## src/rtl/host_cmd_master.sv

```systemverilog
// Host-side command initiator: issues one 16-bit command to the core, then
// collects the expected number of response bytes and forwards each upstream.
module host_cmd_master #(
    parameter int unsigned ENTRIES = 384,
    parameter int unsigned LOG2    = 9,
    parameter int unsigned TMO_W   = 16,
    parameter int unsigned TIMEOUT = 50000
) (
    input  logic            clk_i,
    input  logic            rst_i,
    input  logic [15:0]     host_cmd_i,
    input  logic            host_go_i,
    output logic            busy_o,
    output logic [15:0]     cmd_o,
    output logic            cmd_rdy_o,
    input  logic            clr_cmd_rdy_i,
    input  logic [7:0]      resp_i,
    input  logic            send_resp_i,
    output logic            resp_sent_o,
    output logic [7:0]      rx_byte_o,
    output logic            rx_vld_o,
    output logic [LOG2:0]   byte_cnt_o,
    output logic            done_o,
    output logic            err_timeout_o
);

    typedef enum logic [1:0] {StIdle, StIssue, StWaitResp, StAck} state_e;

    localparam logic [LOG2:0]    DumpCnt = (LOG2 + 1)'(ENTRIES);
    localparam logic [LOG2:0]    OneCnt  = (LOG2 + 1)'(1);
    localparam logic [TMO_W-1:0] TmoLast = TMO_W'(TIMEOUT - 1);

    state_e           state_q;
    logic [15:0]      cmd_q;
    logic             cmd_rdy_q;
    logic             busy_q;
    logic             resp_sent_q;
    logic [7:0]       rx_byte_q;
    logic             rx_vld_q;
    logic [LOG2:0]    byte_cnt_q;
    logic [LOG2:0]    exp_cnt_q;
    logic             done_q;
    logic             err_q;
    logic [TMO_W-1:0] tmo_q;

    logic             tmo_hit;
    logic [LOG2:0]    cnt_inc;
    logic [LOG2:0]    exp_sel;

    // Timeout compare, saturating byte increment and expected count for a new command
    always_comb begin
        tmo_hit = (tmo_q == TmoLast);
        cnt_inc = (byte_cnt_q == exp_cnt_q) ? byte_cnt_q : byte_cnt_q + 1'b1;
        exp_sel = (host_cmd_i[15:14] == 2'b10) ? DumpCnt : OneCnt;
    end

    // Transaction FSM with all outputs registered
    always_ff @(posedge clk_i or posedge rst_i) begin
        if (rst_i) begin
            state_q     <= StIdle;
            cmd_q       <= '0;
            cmd_rdy_q   <= 1'b0;
            busy_q      <= 1'b0;
            resp_sent_q <= 1'b0;
            rx_byte_q   <= '0;
            rx_vld_q    <= 1'b0;
            byte_cnt_q  <= '0;
            exp_cnt_q   <= '0;
            done_q      <= 1'b0;
            err_q       <= 1'b0;
            tmo_q       <= '0;
        end else begin
            // Pulse outputs default low
            rx_vld_q    <= 1'b0;
            resp_sent_q <= 1'b0;
            done_q      <= 1'b0;
            unique case (state_q)
                StIdle: begin
                    if (host_go_i) begin
                        cmd_q      <= host_cmd_i;
                        exp_cnt_q  <= exp_sel;
                        byte_cnt_q <= '0;
                        err_q      <= 1'b0;
                        cmd_rdy_q  <= 1'b1;
                        busy_q     <= 1'b1;
                        tmo_q      <= '0;
                        state_q    <= StIssue;
                    end
                end
                StIssue: begin
                    if (clr_cmd_rdy_i) begin
                        cmd_rdy_q <= 1'b0;
                        tmo_q     <= '0;
                        // Core may hand back its first byte in the acceptance cycle
                        if (send_resp_i) begin
                            rx_byte_q   <= resp_i;
                            rx_vld_q    <= 1'b1;
                            resp_sent_q <= 1'b1;
                            byte_cnt_q  <= cnt_inc;
                            state_q     <= StAck;
                        end else begin
                            state_q <= StWaitResp;
                        end
                    end else if (tmo_hit) begin
                        err_q     <= 1'b1;
                        done_q    <= 1'b1;
                        cmd_rdy_q <= 1'b0;
                        busy_q    <= 1'b0;
                        tmo_q     <= '0;
                        state_q   <= StIdle;
                    end else begin
                        tmo_q <= tmo_q + 1'b1;
                    end
                end
                StWaitResp: begin
                    if (send_resp_i) begin
                        rx_byte_q   <= resp_i;
                        rx_vld_q    <= 1'b1;
                        resp_sent_q <= 1'b1;
                        byte_cnt_q  <= cnt_inc;
                        tmo_q       <= '0;
                        state_q     <= StAck;
                    end else if (tmo_hit) begin
                        err_q   <= 1'b1;
                        done_q  <= 1'b1;
                        busy_q  <= 1'b0;
                        tmo_q   <= '0;
                        state_q <= StIdle;
                    end else begin
                        tmo_q <= tmo_q + 1'b1;
                    end
                end
                StAck: begin
                    // send_resp is ignored here; resp_sent is high for this one cycle
                    tmo_q <= '0;
                    if (byte_cnt_q == exp_cnt_q) begin
                        done_q  <= 1'b1;
                        busy_q  <= 1'b0;
                        state_q <= StIdle;
                    end else begin
                        state_q <= StWaitResp;
                    end
                end
                default: state_q <= StIdle;
            endcase
        end
    end

    assign busy_o        = busy_q;
    assign cmd_o         = cmd_q;
    assign cmd_rdy_o     = cmd_rdy_q;
    assign resp_sent_o   = resp_sent_q;
    assign rx_byte_o     = rx_byte_q;
    assign rx_vld_o      = rx_vld_q;
    assign byte_cnt_o    = byte_cnt_q;
    assign done_o        = done_q;
    assign err_timeout_o = err_q;

endmodule

```

## config.mk

```make
export PLATFORM = sky130hd
export DESIGN_NAME = host_cmd_master
export DESIGN_NICKNAME = d
export VERILOG_FILES = /design/src/rtl/host_cmd_master.sv
export SDC_FILE = /design/constraint.sdc
export NUM_CORES = 1
export LEC_CHECK = 0
export ABC_AREA = 0
export CORE_UTILIZATION = 60
export DETAILED_ROUTE_END_ITERATION = 8
export DONT_BUFFER_PORTS = 1
export PLACE_DENSITY = 0.76
export SETUP_SLACK_MARGIN = 0.1
export SYNTH_ARGS = -nofsm -noshare
export SYNTH_HDL_FRONTEND = slang
export SYNTH_SLANG_ARGS = --single-unit
export TNS_END_PERCENT = 50
```

## constraint.sdc

```tcl
create_clock -name clk_i -period 2.7 [get_ports clk_i]
set_input_delay 0.54 -clock clk_i [delete_from_list [all_inputs] [get_ports clk_i]]
set_output_delay 0.54 -clock clk_i [all_outputs]
set_load 0.02 [all_outputs]
```

# Yosys cells after proc, flatten, opt, wreduce, memory -nomap -nowiden
# Cells that the tools add are included.
# word_totals
word_cells	78
inputBits	29
ff_bits	67
# classes
eq_ne	12
muxes	43
reduce_logical	10
addsub	2
# op_table
op	n
two-way mux 16 bit	4
one-hot mux 16 bit (4 select lines)	1
two-way mux 10 bit	4
one-hot mux 10 bit (3 select lines)	1
two-way mux 1 bit	18
adder 16 x 1 -> 16 bit, second input constant	1
== test 16 bit, second input constant	1
two-way mux 8 bit	2
one-hot mux 8 bit (2 select lines)	1
adder 10 x 1 -> 10 bit, second input constant	1
== test 10 bit	1
two-way mux 2 bit	5
inequality test 2 bit, second input constant	5
two-way mux 9 bit	1
one-hot mux 2 bit (4 select lines)	1
AND reduction 4 bit	2
== test 2 bit, second input constant	3
one-hot mux 1 bit (3 select lines)	2
AND reduction 3 bit	2
one-hot mux 1 bit (2 select lines)	2
one-hot mux 1 bit (4 select lines)	1
AND reduction 2 bit	2
nonzero test 2 bit	2
inequality test 3 bit, second input constant	1
other kinds (3)	3

# Logic depth before layout (Yosys ltp)
# Gate-level depths: netlist (run 1).
# logic_depth
ltp_word	5
depth_mapped	9

# Worst setup path before layout (run 1)
# OpenSTA, ideal clock, no wires.
# synth_path
path_kind	reg2reg
start	register state_q[0]
end	register byte_cnt_q[0] (netlist: byte_cnt_o[0])
t_arrival_ns	2.038
period_less_slack_ns	2.163
slack_ns	0.537
n_path_buf	2
path_stages_with_launch	9
required_time_ns	2.575
setup_time_ns	0.125
cell_sequence	dfrtp_1 > inv_1 > ha_1 > nor2b_1 > clkbuf_1 > or4_1 > clkbuf_1 > a21o_1 > mux2_2
# synth_via
elab_chain_cells	3
# synth_lines
item	line_no	text
start: declaration	33	state_e state_q;
start signal: assignment	60	state_q <= StIdle;
start signal: assignment	87	state_q <= StIssue;
start signal: assignment	100	state_q <= StAck;
== test 2 x 1 -> 1 bit, or another cell as far along	77	unique case (state_q)
inequality test 2 bit (no line) / nonzero test 3 bit (equally long branches)	--	
AND reduction 3 bit (no line)	--	
end signal: assignment	99	byte_cnt_q <= cnt_inc;
end signal: assignment	120	byte_cnt_q <= cnt_inc;
end: declaration	40	logic [LOG2:0] byte_cnt_q;
# Several ways; a longest one is shown, not always the timed one.
# A chain may end at the register's enable or synchronous reset.

# Worst setup path in the final report (run 1)
# layout_path
start	register state_q[0]
end	register tmo_q[11]
# layout_via
elab_chain_cells	2
# layout_lines
item	line_no	text
== test 2 bit, or another cell as far along	77	
one-hot mux 16 bit (4 select lines) / inequality test 2 bit (equally long branches)	--	
end signal: assignment	112	tmo_q <= tmo_q + 1'b1;
end signal: assignment	130	tmo_q <= tmo_q + 1'b1;
end: declaration	44	logic [TMO_W-1:0] tmo_q;
# Several ways; a longest one is shown, not always the timed one.

==> impl_metrics.toml, run 1 <==
[floorplan]
initial_core_util_pct = 64.6
design.core.area_sq_mm = 0.00450
die_area_sq_mm = 0.00513
rows = 24
die_w_um = 71.6
fp.dieH_um = 71.6
ios = 69

[setup_path]
cp_max_fo = 14
timing.critical_path.buf_inv = 2
path_delay_family = "simple AND/OR/NAND/NOR gates"
endpoint_kind = "register"
criticalPathCategory = "reg2reg"
startpoint_type = "register"
crit_path_top_delay_cell = "nor4_1"
slowest_delay_ps = 620
worstPathArrival_ps = 2550
cp_cell_sequence = "inv_1, ha_1, nor2b_1, buf_4, nor4_1, nand4_1, xor2_1, nor2_1"
required_ps = 2910

[sta]
whs_ps = 280
post-route-period-util_pct = 86.6
hold_viol = 0
fin_worst_skew_ps = 5.18
maxSlewViolCount = 0
slew_headroom_pct = 51.5
fin_crit_ps = 2340
setup_viol = 0
rsz0062_at_grt = "false"
timing.fmax_ghz = 0.428
worst_slack_ps = 363
fin_tns_setup_ps = 0
tightest_slew_ps = 727

[global_routing]
antenna_found_initial = 0
grt_max_degree = 60
grt_overflow = 0
grt_first_pass_wirelength_um = 9720
grtUsageTotal_pct = 24.7
grt_pass1_vias = 2011

[clocking]
cts_tree = "yes"
ctsRootBufferMaster = "clkbuf_8"
numCtsBuffers = 9
ctsResizeCount = 0
postCtsSetupBuffers = 0
cts_hold_buf = 0
worstSkewPairLatency_ps = 330
path_clk_slew_ps = 60
cts_max_path_buffers = 2
htree_levels = 3
clock_sinks = 59

[detailed_routing]
first_pass_iters = 4
drt_iter0_drc = 212
m1WireLength_um = 2610
drc = 0
vias_per_cell = 6.28
drt-total-wl_um = 5680
wl_per_cell_um = 16.8
antenna_left = 0
top_layer = "met4"
vias = 2123
wl_met2_um = 2580
wl_met3_um = 446

[finish]
fin_util_pct = 70.5
fin_nets = 318
fillers = 339
post-route-cell-area_sq_mm = 0.00318
area_growth_pct = 9.21
final_cells = 338
diodes = 0
drive_gt1_share_pct = 19.2

[synthesis]
syn-cell-area_sq_mm = 0.00291
synth-seq-cells = 59
ys_types = 47
synthArstFlopShare_pct = 100
synth-edff-count = 0
dominantRegCellSynth = "dfrtp_1"
synth-seq-area-share_pct = 50.8
yosysWarnings = 0
syn-num-nets = 309
synth_cells = 272
synth.avg_cell_area_sq_um = 10.7

[power_and_ir_drop]
p_leak_nw = 1.40
peakVddDrop_uv = 731
cellPowerDensity_mw_per_mm2 = 1120
power_mw = 3.57

[place]
place.gp.congestion = 0.851
dpl_cell_area_sq_mm = 0.00297
pre_cts_ws_ps = 409
placed_cells = 322
portBuffers = 0
hpwl_um = 3920

[run_status]
status = "completed"

[min_path]
hp-class = "in2async"

[job]
cap_violations = 0
==> worst register-to-register path, delay by kind of cell (launching register included) <==
kind / cells / cell delay (ps)
XOR/XNOR: 1 / 180
adder cells (fa/ha/maj): 1 / 260
buffers and inverters: 2 / 300
flip-flops: 1 / 420
AND/OR/NAND/NOR: 4 / 1060
==> Yosys cell counts (2+ instances only) <==
cell type	n	share of area [%]
a21o_1	5	1.3
a21oi_1	5	0.86
a22o_1	3	0.90
a31oi_1	2	0.43
and3_1	6	1.3
clkbuf_1	5	0.65
dfrtp_1	59	51
ha_1	8	3.4
inv_1	9	1.2
mux2_2	25	9.7
mux2i_1	4	1.4
nand2_1	23	3.0
nand2b_1	2	0.43
nand3_1	13	2.2
nand4_1	6	1.3
nor2_1	22	2.8
nor2b_1	5	1.1
nor3_1	4	0.69
nor4_1	3	0.65
o211ai_1	2	0.52
o21ai_0	20	3.4
o31ai_1	7	1.8
or2_2	3	0.65
or4_1	2	0.52
xnor2_1	3	0.90
xor2_1	5	1.5
==> report_power, final <==
part	internal, mW	switching [mW]	total (mW)
Clock	0.517	0.344	0.861
Sequential	1.14	0.480	1.62
Combinational	0.509	0.576	1.08
Total	2.17	1.40	3.57
==> sequential cells by signal, summed over array words and instances, names as in the netlist <==
register and count:
busy_o 1, tmo_q 16, cmd_o 16, err_timeout_o 1
cmd_rdy_o 1, rx_vld_o 1, rx_byte_o 8, exp_cnt_q 2
done_o 1, state_q 2, byte_cnt_o 10
==> layout by cell type, fill, tap and decap left out, types with 3 or more instances in the layout <==
| master | n |
|---|---|
| dfrtp_1 | 59 |
| mux2_2 | 25 |
| nand2_1 | 23 |
| nor2_1 | 22 |
| o21ai_0 | 20 |
| nand3_1 | 13 |
| clkbuf_8 | 9 |
| inv_1 | 8 |
| ha_1 | 8 |
| o31ai_1 | 7 |
| nand4_1 | 6 |
| and3_1 | 6 |
| buf_4 | 6 |
| nor2b_1 | 5 |
| a21oi_1 | 5 |
| a21o_1 | 5 |
| xor2_1 | 5 |
| nor3_1 | 4 |
| mux2i_1 | 4 |
| or2_2 | 3 |
| nor4_1 | 3 |
| xnor2_1 | 3 |
| a22o_1 | 3 |
==> final cells by class <==
type	instances	area, sq um	area share, %
multi-input cells	196	1350	42.4
flip-flops and latches	59	1480	46.5
repair buffers	6	45.0	1.42
clock inverters	5	77.6	2.44
well taps	52	65.1	2.05
clock buffers	11	131	4.14
inverters	9	33.8	1.06
==> final timing paths <==
path / startpoint / endpoint / slack (ps) / cells after the start
max reg2reg: state_q[0] / tmo_q[11] / 360 / 8
min in group clk_i: resp_i[2] / rx_byte_o[2] / 350 / 1
max in group asynchronous: rst_i / exp_cnt_q[7] / 1930 / 2
min: rst_i / cmd_o[5] / 280 / 2
min reg2reg: exp_cnt_q[7] / exp_cnt_q[7] / 520 / 1
max: state_q[0] / tmo_q[11] / 360 / 8
==> kinds of logic after synthesis <==
group                    synth area share, %
AO/OA/AOI/OAI                           11.1
XOR/XNOR                                2.41
adder cells (fa/ha/maj)                 3.44
buffers and inverters                   2.93
flip-flops                              50.8
multiplexers                            11.4
AND/OR/NAND/NOR                         17.9
==> layer usage <==
layer / global-route usage, % / vias to the layer above
li1: - / 991
met2: 36.0 / 98
met4: 9.80 / 0
met1: 34.9 / 1030
met3: 7.74 / 4
met5: 0 / -
(Power assumes the default switching activity.)
==> run 2: changes to the inputs <==
--- a/config.mk
+++ b/config.mk
@@ -7,9 +7,10 @@
 export LEC_CHECK = 0
 export ABC_AREA = 0
 export CORE_UTILIZATION = 60
+export CTS_BUF_LIST = sky130_fd_sc_hd__clkbuf_4 sky130_fd_sc_hd__clkbuf_8
 export DETAILED_ROUTE_END_ITERATION = 8
 export DONT_BUFFER_PORTS = 1
-export PLACE_DENSITY = 0.76
+export PLACE_DENSITY = 0.79
 export SETUP_SLACK_MARGIN = 0.1
 export SYNTH_ARGS = -nofsm -noshare
 export SYNTH_HDL_FRONTEND = slang
==> run 2 against run 1 <==
Compared with the run above: combinational power barely moved; critical path depth fell by 2; hold slack got worse by 86 ps; clock power barely moved; final cell count fell by 0.59%; clock-buffer cell count did not move; clock skew rose by 2.9 ps; first-iteration DRC count rose by 9.4%; total power fell by 0.77%; via count fell by 2.4%; largest cell class unchanged.
==> impl_metrics.toml, run 2 (synthesis results as in run 1) <==
[setup_path]
cp_cell_sequence = "inv_1, ha_1, nor2b_1, or4_1, a21o_1, mux2_2"
cp_max_fo = 13
endpoint_kind = "register"
required_ps = 2910
crit_path_top_delay_cell = "or4_1"
criticalPathCategory = "reg2reg"
startpoint_type = "register"
worstPathArrival_ps = 2510
slowest_delay_ps = 530

[job]
cap_violations = 0

[finish]
post-route-cell-area_sq_mm = 0.00318
area_growth_pct = 9.38
diodes = 0
fin_nets = 316
drive_gt1_share_pct = 19.4
final_common_cell = "dfrtp_1"
final_cells = 336
final_cell_mix = "59 x dfrtp_1, 25 x mux2_2, 23 x nand2_1"

[global_routing]
grt_pass1_vias = 2010
grt_max_degree = 34
grtUsageTotal_pct = 23.8
antenna_found_initial = 0
grt_first_pass_wirelength_um = 9400
grt_overflow = 0

[sta]
worst_slack_ps = 402
post-route-period-util_pct = 85.1
maxSlewViolCount = 0
fin_tns_setup_ps = 0
setup_viol = 0
whs_ps = 194
rsz0062_at_grt = "false"
hold_viol = 0
timing.fmax_ghz = 0.435
fin_worst_skew_ps = 8.06
fin_crit_ps = 2300
tightest_slew_ps = 714
slew_headroom_pct = 52.1

[place]
dpl_cell_area_sq_mm = 0.00296
hpwl_um = 3920
place.gp.congestion = 0.863
placed_cells = 320
pre_cts_ws_ps = 439
portBuffers = 0

[clocking]
cts_tree = "yes"
htree_levels = 3
cts_hold_buf = 0
numCtsBuffers = 9
clock_sinks = 59
path_clk_slew_ps = 70
ctsRootBufferMaster = "clkbuf_8"
ctsResizeCount = 0
worstSkewPairLatency_ps = 320
cts_max_path_buffers = 2
postCtsSetupBuffers = 0

[floorplan]
fp.dieH_um = 71.6
die_area_sq_mm = 0.00513
rows = 24
ios = 69
initial_core_util_pct = 64.6
design.core.area_sq_mm = 0.00450
die_w_um = 71.6

[detailed_routing]
drc = 0
vias = 2072
antenna_left = 0
vias_per_cell = 6.17
first_pass_iters = 4
drt_iter0_drc = 232
drt-total-wl_um = 5500
wl_per_cell_um = 16.4

[min_path]
hp-class = "in2async"

[power_and_ir_drop]
cellPowerDensity_mw_per_mm2 = 1110
p_leak_nw = 1.40
peakVddDrop_uv = 831

[run_status]
status = "completed"
[run 2: cell types whose count changed in the layout (fill, tap and decap cells not counted)]
cell      before  now
buf_12         0    1
buf_4          6    3
clkbuf_4       0    2
clkbuf_1       2    0
[run 2: per-stage QoR]
stage / util (%) / power [mW]
5_1_grt: 70.6 / 3.75
2_1_floorplan: - / 2.46
3_3_place_gp: 65.8 / 2.65
6_report: 70.6 / 3.54
4_1_cts: 70.6 / 3.55
3_5_place_dp: 65.8 / 2.68
[run 2: area by class of cell]
cell class	instances	area, sq um
repair buffers	4	42.5
multi-input cells	196	1350
flip-flops and latches	59	1480
clock inverters	5	77.6
clock buffers	11	139
well taps	52	65.1
fillers	314	1320
inverters	9	33.8
[run 2: final timing paths]
kind	startpoint	endpoint	slack [ps]	cells past startpoint
max in group asynchronous	rst_i	byte_cnt_o[3]	1920	2
setup reg to reg	state_q[0]	byte_cnt_o[0]	400	6
hold / removal	rst_i	cmd_o[3]	190	1
min in group clk_i	host_cmd_i[10]	cmd_o[10]	360	1
setup / recovery	state_q[0]	byte_cnt_o[0]	400	6
hold reg to reg	exp_cnt_q[7]	exp_cnt_q[7]	530	1
[run 2: where the power goes]
part,internal (mW),switching [mW],leakage [nW]
sequential,1.14,0.473,0.756
combinational,0.494,0.566,0.531
clock,0.537,0.327,0.110
[run 2: worst max-delay path: cells and delay by family, from the launching register on]
kind | cells | cell delay, ps
multiplexers | 1 | 250
adder cells (fa/ha/maj) | 1 | 470
AND/OR/NAND/NOR | 2 | 730
buffers and inverters | 1 | 100
flip-flops | 1 | 410
AO/OA/AOI/OAI | 1 | 220
[run 2: routing by layer]
| layer | part of all wire (%) | vias to the layer above | track usage [%] |
|---|---|---|---|
| met5 | 0 | - | 0 |
| met3 | 11 | 6 | 7.59 |
| met2 | 44 | 105 | 33.9 |
| li1 | - | 982 | - |
| met1 | 44 | 979 | 34.4 |
| met4 | 1.1 | 0 | 8.50 |
==> run 3: changes to the inputs <==
--- a/config.mk
+++ b/config.mk
@@ -5,13 +5,13 @@
 export SDC_FILE = /design/constraint.sdc
 export NUM_CORES = 1
 export LEC_CHECK = 0
-export ABC_AREA = 0
+export ABC_AREA = 1
 export CORE_UTILIZATION = 60
 export CTS_BUF_LIST = sky130_fd_sc_hd__clkbuf_4 sky130_fd_sc_hd__clkbuf_8
 export DETAILED_ROUTE_END_ITERATION = 8
 export DONT_BUFFER_PORTS = 1
 export PLACE_DENSITY = 0.79
-export SETUP_SLACK_MARGIN = 0.1
+export SETUP_SLACK_MARGIN = 0.05
 export SYNTH_ARGS = -nofsm -noshare
 export SYNTH_HDL_FRONTEND = slang
 export SYNTH_SLANG_ARGS = --single-unit
==> run 3 against run 2 <==
Compared with the run above: synthesized area up 10%; final cell count grew 46%; die area grew 9.9%; critical endpoint is now byte_cnt_o[5]; critical path type unchanged; critical path depth up 4.
==> impl_metrics.toml, run 3 <==
[place]
portBuffers = 0
dpl_cell_area_sq_mm = 0.00325
placed_cells = 474
hpwl_um = 4760
place.gp.congestion = 0.949

[clocking]
cts_max_path_buffers = 2
postCtsSetupBuffers = 0
htree_levels = 3
ctsRootBufferMaster = "clkbuf_8"
worstSkewPairLatency_ps = 340
cts_hold_buf = 0
numCtsBuffers = 9
clock_sinks = 59
ctsResizeCount = 0
cts_tree = "yes"
path_clk_slew_ps = 70

[synthesis]
synth.area.top_cells = "dfrtp_1 46%, nand2_1 16%, nor2_1 5.2%"
syn-num-nets = 447
synth.avg_cell_area_sq_um = 7.82
ys_top_cells_by_count = "139 x nand2_1, 59 x dfrtp_1, 44 x nor2_1, 39 x inv_1, 32 x nand3_1"
dominantRegCellSynth = "dfrtp_1"
netlist.area_leader.share_pct = 46.1
synth-edff-count = 0
syn-cell-area_sq_mm = 0.00320
synth_top_cell_by_area = "dfrtp_1"
yosysMostFrequentCell = "nand2_1"
yosysWarnings = 0
ys_types = 30
synth_cells = 410
synth-seq-cells = 59
synthArstFlopShare_pct = 100
synth-seq-area-share_pct = 46.1

[floorplan]
initial_core_util_pct = 62.3
die_area_sq_mm = 0.00564
fp.dieH_um = 75.1
design.core.area_sq_mm = 0.00514
die_w_um = 75.1
ios = 69
rows = 26

[setup_path]
required_ps = 2930
criticalPathCategory = "reg2reg"
startpoint_type = "register"
worstPathArrival_ps = 2600
endpoint_kind = "register"
cp_max_fo = 11

[global_routing]
grt_first_pass_wirelength_um = 10700
grt_pass1_vias = 2435
antenna_found_initial = 0
grtUsageTotal_pct = 25.5
grt_overflow = 0
grt_max_degree = 33

[sta]
tightest_slew_ps = 772
fin_worst_skew_ps = 9.96
slew_headroom_pct = 48.3
rsz0062_at_grt = "false"
hold_viol = 0
post-route-period-util_pct = 88.0
fin_tns_setup_ps = 0
fin_crit_ps = 2380
maxSlewViolCount = 0
timing.fmax_ghz = 0.421
setup_viol = 0

[finish]
drive_gt1_share_pct = 12.6
area_growth_pct = 8.00
post-route-cell-area_sq_mm = 0.00346
fin_nets = 452
fillers = 435
final_common_cell = "nand2_1"
final_cells = 490
final_cell_mix = "139 x nand2_1, 59 x dfrtp_1, 44 x nor2_1"
fin_util_pct = 67.3
diodes = 0

[detailed_routing]
drt-total-wl_um = 6540
vias_per_cell = 5.40
drt_iter0_drc = 208
first_pass_iters = 5
wl_per_cell_um = 13.3
vias = 2646
antenna_left = 0
drc = 0

[power_and_ir_drop]
p_switching_mw = 1.52
seq_power_share_pct = 45.4
cellPowerDensity_mw_per_mm2 = 1010
p_clk_share_pct = 24.0
power.share.combinational_pct = 30.6
p_leak_nw = 1.70
peakVddDrop_uv = 705
swShare_pct = 43.6
internal_power_mw = 1.97

[min_path]
hp-class = "in2async"

[job]
cap_violations = 0

[run_status]
status = "completed"
[run 3: changes by cell type in the layout (fill, tap and decap cells not counted), sizes merged, moves of 13 or more]
cell | before | now
inv | 9 | 42
mux2 | 26 | 8
nand2 | 23 | 142
nand3 | 13 | 37
nor2 | 23 | 57
o21ai | 21 | 8
[run 3: routing by layer]
layer,global-route usage [%],up-vias,part of all wire (%)
met5,0,-,0
met4,9.64,0,0.64
met3,7.10,7,7.6
met2,39.1,113,46
met1,34.7,1226,46
li1,-,1300,-
[run 3: through the flow]
step / setup slack [ps] / hold slack, ps / power, mW
after floorplan: 704 / 475 / 2.47
after global placement: 486 / 504 / 2.63
after detailed placement: 374 / 509 / 2.67
after CTS: 374 / 197 / 3.51
after global routing: 129 / 250 / 3.72
final: 325 / 174 / 3.50
[run 3: cells by family after synthesis]
kind of cell	count (synthesis)	synth area share (%)
flops	59	46.1
buf+inv	53	7.42
simple gates	255	34.9
mux	8	2.81
xor+xnor	10	2.73
compound gates	17	2.93
fa+ha+maj	8	3.12
[run 3: cell type report]
cell class              instances  area (sq um)  share of cell area [%]
clock buffers                  12           165                    4.77
clock inverters                 4          47.5                    1.37
inverters                      43           164                    4.74
multi-input cells             298          1490                    43.1
flip-flops and latches         59          1480                    42.7
well taps                      70          87.6                    2.53
repair buffers                  4          30.0                   0.868
[run 3: final timing paths]
path                                start            end  slack [ps]  cells after the start
max                            state_q[0]  byte_cnt_o[5]         320                     10
min                                 rst_i       tmo_q[6]         170                      1
max reg2reg                    state_q[0]  byte_cnt_o[5]         320                     10
min reg2reg                      tmo_q[1]       tmo_q[1]         520                      2
max in group asynchronous           rst_i       cmd_o[9]        1850                      2
min in group clk_i         host_cmd_i[14]   exp_cnt_q[7]         300                      1
[run 3: critical path, stage by stage, from the launching register on]
cell     delay [ps]
dfrtp_1         430
inv_1           110
ha_1            240
inv_1            60
nor2_1          140
inv_1           110
nand2_1          80
nor2_1          600
nand3_2         320
nand2_1         130
nand2_1          60
[run 3: power groups by stage]
stage	sequential [mW]	clock, mW	combinational [mW]
3_5_place_dp	1.59	0	1.07
6_report	1.59	0.840	1.07
5_1_grt	1.62	0.888	1.22
2_1_floorplan	1.54	0	0.936
3_3_place_gp	1.60	0	1.03
4_1_cts	1.59	0.851	1.07
